`src/rtl/lock_code_sender.sv`:
```
// Plays a stored combination onto a switch-controlled lock (clear pulse, then
// digit/strobe/release per digit) and reports whether the lock opened.
module lock_code_sender #(
  parameter int DIGITS      = 7,
  parameter int DW          = 4,
  parameter int SETUP_CYC   = 10,
  parameter int STROBE_CYC  = 5,
  parameter int GAP_CYC     = 10,
  parameter int TIMEOUT_CYC = 20
) (
  input  logic                 CLOCK_50,
  input  logic                 reset,
  input  logic                 start,
  input  logic                 abort,
  input  logic [DIGITS*DW-1:0] code_in,
  input  logic                 unlocked_i,
  output logic [DW-1:0]        sw_o,
  output logic                 key_o,
  output logic                 clr_o,
  output logic                 busy,
  output logic [2:0]           digit_idx,
  output logic                 done,
  output logic                 pass
);

  localparam int M1   = (SETUP_CYC > STROBE_CYC) ? SETUP_CYC : STROBE_CYC;
  localparam int M2   = (GAP_CYC > TIMEOUT_CYC) ? GAP_CYC : TIMEOUT_CYC;
  localparam int MAXC = (M1 > M2) ? M1 : M2;
  localparam int CW   = $clog2(MAXC + 1);

  typedef enum logic [3:0] {
    S_IDLE, S_LATCH, S_CLEAR, S_CGAP, S_SETUP, S_STROBE, S_GAP, S_CHECK, S_DONE
  } state_t;

  state_t               state, state_n;
  logic [CW-1:0]        cnt, cnt_n;
  logic [2:0]           idx_n;
  logic                 pass_n;
  logic                 accept;
  logic [DIGITS*DW-1:0] code_lat;
  logic [DIGITS*DW-1:0] shifted;

  always_ff @(posedge CLOCK_50) begin
    if (reset) begin
      state     <= S_IDLE;
      cnt       <= '0;
      digit_idx <= '0;
      pass      <= 1'b0;
      code_lat  <= '0;
    end else begin
      state     <= state_n;
      cnt       <= cnt_n;
      digit_idx <= idx_n;
      pass      <= pass_n;
      if (accept) code_lat <= code_in;
    end
  end

  always_comb begin
    state_n = state;
    cnt_n   = cnt + 1'b1;
    idx_n   = digit_idx;
    pass_n  = pass;
    accept  = 1'b0;
    case (state)
      S_IDLE: begin
        cnt_n = '0;
        if (start && !abort) begin
          accept  = 1'b1;
          pass_n  = 1'b0;
          idx_n   = '0;
          state_n = S_LATCH;
        end
      end
      // Single accept cycle so the clear pulse occupies cycles 1..STROBE_CYC.
      S_LATCH: begin
        cnt_n   = '0;
        state_n = S_CLEAR;
      end
      S_CLEAR:
        if (cnt == CW'(STROBE_CYC - 1)) begin
          cnt_n   = '0;
          state_n = S_CGAP;
        end
      S_CGAP:
        if (cnt == CW'(GAP_CYC - 1)) begin
          cnt_n   = '0;
          idx_n   = '0;
          state_n = S_SETUP;
        end
      S_SETUP:
        if (cnt == CW'(SETUP_CYC - 1)) begin
          cnt_n   = '0;
          state_n = S_STROBE;
        end
      S_STROBE:
        if (cnt == CW'(STROBE_CYC - 1)) begin
          cnt_n   = '0;
          state_n = S_GAP;
        end
      S_GAP:
        if (cnt == CW'(GAP_CYC - 1)) begin
          cnt_n = '0;
          if (digit_idx < 3'(DIGITS - 1)) begin
            idx_n   = digit_idx + 3'd1;
            state_n = S_SETUP;
          end else begin
            state_n = S_CHECK;
          end
        end
      S_CHECK:
        if (unlocked_i) begin
          cnt_n   = '0;
          pass_n  = 1'b1;
          state_n = S_DONE;
        end else if (cnt == CW'(TIMEOUT_CYC - 1)) begin
          cnt_n   = '0;
          pass_n  = 1'b0;
          state_n = S_DONE;
        end
      S_DONE: begin
        cnt_n   = '0;
        idx_n   = '0;
        state_n = S_IDLE;
      end
      default: begin
        cnt_n   = '0;
        state_n = S_IDLE;
      end
    endcase
    if (abort && state != S_IDLE) begin
      state_n = S_IDLE;
      cnt_n   = '0;
      idx_n   = '0;
      pass_n  = 1'b0;
      accept  = 1'b0;
    end
  end

  // First digit sent is the most-significant nibble of the latched code.
  always_comb begin
    shifted = code_lat >> (DW * (DIGITS - 1 - int'(digit_idx)));
    sw_o    = '0;
    if (state == S_SETUP || state == S_STROBE || state == S_GAP)
      sw_o = shifted[DW-1:0];
  end

  assign clr_o = (state == S_CLEAR);
  assign key_o = (state == S_STROBE);
  assign busy  = (state != S_IDLE);
  assign done  = (state == S_DONE);

endmodule

```
`config.mk`:
```
export PLATFORM = sky130hd
export DESIGN_NAME = lock_code_sender
export DESIGN_NICKNAME = d
export VERILOG_FILES = /design/src/rtl/lock_code_sender.sv
export SDC_FILE = /design/constraint.sdc
export NUM_CORES = 1
export LEC_CHECK = 0
export ABC_AREA = 1
export CAP_MARGIN = 25
export CORE_ASPECT_RATIO = 0.9
export CORE_UTILIZATION = 55
export DETAILED_ROUTE_END_ITERATION = 6
export GPL_ROUTABILITY_DRIVEN = 0
export GPL_TIMING_DRIVEN = 0
export PLACE_DENSITY_LB_ADDON = 0.08
export RECOVER_POWER = 25
export SKIP_CTS_REPAIR_TIMING = 1
export SLEW_MARGIN = 0
export SYNTH_ARGS = -nofsm -noshare
export SYNTH_HDL_FRONTEND = slang
export SYNTH_SLANG_ARGS = --single-unit
```
`constraint.sdc`:
```
create_clock -name CLOCK_50 -period 3.1 [get_ports CLOCK_50]
set_input_delay 0.31 -clock CLOCK_50 [delete_from_list [all_inputs] [get_ports CLOCK_50]]
set_output_delay 0.31 -clock CLOCK_50 [all_outputs]
set_load 0.005 [all_outputs]
```
==> run metrics, run 1 <==
Antenna diodes=0; Hold Vio Cnt, Final=0; Syn Nets=between 300 and 400; Setup TNS=0 ps; Hold Path Origin=pass; Yosys reg bits=around 40; Final Worst Setup Slack=between 200 and 300 ps; Final Max Tran Viols=0; IO Port Bufs=44; clk_lat worst skew=around 310 ps; # fillers=between 300 and 400; largest fanout on the critical path=13; FP Rows=21; area leader, netlist=dfxtp_1; pin count of the biggest net entering global routing=15; crit end category=output port; initial antenna violation count=0; Routed Wire Length=between 5000 and 6000 um; core area=around 3800 um2; Post-Syn Area per Cell=roughly 7 um2; power per cell area=between 800 and 900 nW/um2; post-synthesis mux area share=0; max cap viols=0; Rel. slew slack=0.676; Reg clk slew, reported paths=around 80 ps; CTS tree=built; ranking of synthesized cells by area=dfxtp_1 (37%), nor2_1 (16%), o21ai_0 (7.9%); vias in the first global route=2020; switching part of the total power=0.409; area share of fa/ha/maj cells after synthesis=0.0394; Final Setup Violations=0; post-route insts no fill=416; Synth Area in XOR/XNOR=0.0158; Sink Count=41; 1st-iter DRT viols=~210; RSZ-0062 raised after global routing=false; Synth warnings=0; largest family of logic cells by synthesized area=simple AND/OR/NAND/NOR gates; Remaining Overflow, GRT=0; Area Overhead vs Synth=27.4%; placed instance count=a little over 400; H-tree lvl count=2; IO Count=45; Setup Skew=7.99 ps; clk root buf=clkbuf_8; number of distinct library cells after synthesis=26; Via density=around 5.3; pre-CTS setup slack=between 500 and 600 ps; GRT Total Usage=0.262; most frequent cells in the layout=nor2_1 (98), clkdlybuf4s50_1 (44), dfxtp_1 (41), nand2_1 (38), o21ai_0 (35); final worst path period need=between 2000 and 3000 ps; worst path required time=around 2800 ps; crit path kind=flip-flop to output port; CP Data Arrival Time=between 2000 and 3000 ps; Die Height=between 60 and 70 um; sequential area share after synthesis=0.369; Fmax=roughly 360 MHz; Logic pwr share=0.461; Worst Tran Pin Value=about 490 ps; first-pass GRT wire length=9060 um; CP Launch Point=digit_idx[0]; Post-DRT Antenna Nets=0; Synth Cell Area=about 2200 um2; commonest non-fill, non-tap cell in the layout=nor2_1; initial core utilization=0.587; Final nets=between 400 and 500; sequential share of power=0.312; Worst R2R Start=digit_idx[0]; WL/cell=12.5 um; Num CTS Buffers=5; compound-cell area share of the yosys netlist=0.134; Pre-antenna DRT Iters=4; outcome=finished, final reports clean; Clk network pwr share=0.227; Die Area=4300 um2; Psw=between 900 and 1000 uW; Synth Area in Simple Gates=0.376; VDD IR-drop max=a little over 400 uV; Hold Crit Class=flip-flop to flip-flop; width of the die=69 um; share of cells above drive strength 1=0.119; DRC viols=0; via count=~2200; Final period util=0.908; area fraction of the dominant cell type after synthesis=0.369; cells after synthesis=~320; Internal Power=around 1400 uW; Leak=around 0.0012 uW; Longest Clk Path Bufs=2; HPWL Detailed=a little under 4000 um; startpoint type of the worst setup path=flip-flop
## cells in the mapped netlist
| master | count |
|---|---|
| a21oi_1 | 2 |
| a21oi_4 | 1 |
| a31oi_1 | 1 |
| buf_2 | 3 |
| buf_4 | 2 |
| buf_6 | 1 |
| clkbuf_1 | 4 |
| clkinv_1 | 2 |
| dfxtp_1 | 41 |
| ha_1 | 7 |
| inv_1 | 16 |
| inv_2 | 6 |
| nand2_1 | 38 |
| nand2_2 | 6 |
| nand2_4 | 5 |
| nand3_1 | 17 |
| nand3_2 | 3 |
| nand4_1 | 1 |
| nor2_1 | 96 |
| nor2_2 | 6 |
| nor2_4 | 7 |
| o21ai_0 | 35 |
| o21ai_1 | 11 |
| o32ai_1 | 4 |
| xnor2_1 | 1 |
| xor2_1 | 3 |
## power groups by stage
stage,Sequential [uW],Combinational (uW),Clock (uW)
after detailed placement,734,1070,0
final,723,1070,527
after CTS,726,1080,531
after global placement,732,1050,0
after floorplan,712,791,0
after global routing,735,1200,550
## sequential cells by signal, summed over array words and instances, names as in the netlist
register   flops
digit_idx      3
cnt            5
pass           1
state          4
code_lat      28
## final timing paths
path | end | slack, ps | cells after the start
setup reg to reg | digit_idx[1] | 1250 | 10
hold / removal | pass | 460 | 2
hold reg to reg | pass | 460 | 2
setup / recovery | sw_o[0] | 280 | 7
## logic make-up (layout without fill, tap and decap cells)
kind of cell / count (synthesis) / count (layout)
adders and majority gates: 7 / 7
and+or+nand+nor: 179 / 179
buffers and inverters: 34 / 85
DFF: 41 / 41
AOI/OAI and AO/OA: 54 / 54
xor gates and xnor gates: 4 / 4
## per-stage QoR
step                      power [uW]  hold slack (ps)   util  cell area, um2
final                           2320              460  0.748            2830
after global routing            2490              519  0.748            2830
after CTS                       2340              465  0.755            2860
after detailed placement        1800              453  0.719            2720
after global placement          1780              454  0.719            2720
after floorplan                 1500              445      -            2220
## critical path, cell delays in order, from the launching register on
cell             delay [ps]
dfxtp_1                 400
ha_1                    240
ha_1                    480
o21ai_0                 170
o21ai_0                 160
o21ai_0                 110
nor2_1                  140
clkdlybuf4s50_1         500
## per-layer routing
metal / global-route usage / up-vias / wire (um)
met5: 0 / - / 0
li1: - / 1121 / -
met4: 0.105 / 0 / 98
met1: 0.356 / 984 / 2400
met3: 0.0568 / 14 / 347
met2: 0.405 / 78 / 2350
## final cells by class
type                       instances  area (um2)  share of cell area
buffer                             9        45.0              0.0159
clock buffer                       5        68.8              0.0243
clock inverter                     3        68.8              0.0243
inverter                          24        90.1              0.0318
multi-input combinational        244        1240               0.438
sequential                        41         821               0.290
tap                               46        57.6              0.0203
timing repair buffer              44         440               0.156
(Power assumes the default switching activity.)
==> inputs of run 2 (changes only) <==
CORE_MARGIN = 1   (was default)
CTS_BUF_LIST = sky130_fd_sc_hd__clkbuf_16   (was default)
==> run 2 against run 1 <==
  * First-iteration DRC count down 19%
  * Die area unchanged
  * Critical endpoint is now sw_o[2]
  * Critical path type unchanged
  * Setup slack worse by 90 ps
  * Clock power up 30%
  * Largest power group unchanged
  * Cell count up 0.24%
  * Flip-flop and latch count unchanged
  * Largest cell class unchanged
  * Critical path depth up 1
  * Utilization up 1.6 points
==> run metrics, run 2 (same netlist as run 1, synthesis figures left out) <==
initial core utilization=0.587; H-tree lvl count=2; Sink Count=41; startpoint type of the worst setup path=flip-flop; CP Launch Point=digit_idx[0]; Regs by FF count=code_lat (28), cnt (5), state (4); commonest non-fill, non-tap cell in the layout=nor2_1; final worst path period need=just under 3000 ps; Logic pwr share=0.434; WHS Path Cells=2; Num CTS Buffers=5; Setup TNS=0 ps; GRT Total Usage=0.268; IO Count=45; core area=about 3800 um2; crit end category=output port; Final Max Tran Viols=0; Reg clk slew, reported paths=roughly 60 ps; via count=~2200; VDD IR-drop max=510 uV; FP Rows=21; Remaining Overflow, GRT=0; Fmax=344 MHz; width of the die=69 um; Hold Crit Class=flip-flop to flip-flop; Final Setup Violations=0; initial antenna violation count=0; outcome=finished, final reports clean; Final Worst Setup Slack=~190 ps; worst path required time=2790 ps; Post-DRT Antenna Nets=0; # fillers=312; share of cells above drive strength 1=0.119; pre-CTS setup slack=~520 ps; pin count of the biggest net entering global routing=15; Die Height=between 60 and 70 um; most frequent cells in the layout=nor2_1 (98), clkdlybuf4s50_1 (43), dfxtp_1 (41), nand2_1 (38), o21ai_0 (35); Die Area=roughly 4300 um2; DRC viols=0; Hold Path Origin=pass; HPWL Detailed=roughly 3900 um; sequential share of power=0.291; IO Port Bufs=44; FF-to-FF path depth=7; Worst R2R Start=state[0]; clk root buf=clkbuf_16; Leak=0.00127 uW; Final period util=0.937; Rel. slew slack=0.682; Clk network pwr share=0.275; 1st-iter DRT viols=about 170; footprint of the multi-input gates=roughly 1200 um2; RSZ-0062 raised after global routing=false; CTS tree=built; Via density=between 5 and 6; max reg flops=28; vias in the first global route=between 2000 and 2500; Area Overhead vs Synth=30.1%; crit path kind=flip-flop to output port; Setup Skew=6.71 ps; CP Data Arrival Time=~2600 ps; Pre-antenna DRT Iters=4; Routed Wire Length=roughly 5400 um; power per cell area=between 800 and 900 nW/um2; Final nets=410; first-pass GRT wire length=9250 um; clk_lat worst skew=290 ps; max cap viols=0; Longest Clk Path Bufs=2; Reg area=approximately 820 um2; Antenna diodes=0; WL/cell=between 10 and 15 um; largest fanout on the critical path=10; largest register by flop count=code_lat; Worst Tran Pin Value=477 ps; switching part of the total power=0.394; Hold Vio Cnt, Final=0; Internal Power=1510 uW; Psw=roughly 1000 uW
## run 2: changes by cell type in the layout (fill, tap and decap cells not counted), sizes merged
cell,delta
clkdlybuf4s50,-1
dlygate4sd3,+1
clkbuf,+1
## run 2: power groups by stage
stage	combinational [uW]	sequential (uW)	clock, uW
after global routing	1210	737	708
final	1080	725	684
after global placement	1050	732	0
after CTS	1100	728	686
after detailed placement	1070	734	0
after floorplan	791	712	0
## run 2: through the flow
step	instances	total power, uW	util	hold slack [ps]	cell area [um2]
after floorplan	319	1500	-	445	2220
after global placement	409	1780	0.719	454	2720
after detailed placement	409	1800	0.719	453	2720
after CTS	417	2510	0.770	461	2910
after global routing	417	2650	0.764	512	2890
final	417	2490	0.764	455	2890
## run 2: area by class of cell
| class | instances | share of cell area |
|---|---|---|
| Clock buffer | 5 | 0.0433 |
| Timing Repair Buffer | 44 | 0.152 |
| Sequential cell | 41 | 0.284 |
| Multi-Input combinational cell | 244 | 0.429 |
| Buffer | 10 | 0.0169 |
| Inverter | 24 | 0.0312 |
| Clock inverter | 3 | 0.0238 |
| Tap cell | 46 | 0.0199 |
## run 2: worst max-delay path: stages (launching register included)
cell,delay [ps]
dfxtp_1,400
ha_1,240
ha_1,320
clkbuf_1,310
o21ai_0,150
o21ai_0,160
o21ai_0,100
nor2_1,140
clkdlybuf4s50_1,500
## run 2: path summary, 6_finish.rpt
| kind | end | slack (ps) |
|---|---|---|
| max | sw_o[2] | 190 |
| min | pass | 450 |
| max reg2reg | code_lat[27] | 1200 |
| min reg2reg | pass | 450 |
## run 2: metal layers
metal / track usage / up-vias / wire, um
li1: - / 1124 / -
met1: 0.352 / 1017 / 2530
met2: 0.439 / 62 / 2560
met3: 0.0455 / 8 / 253
met4: 0.0995 / 0 / 65
met5: 0 / - / 0
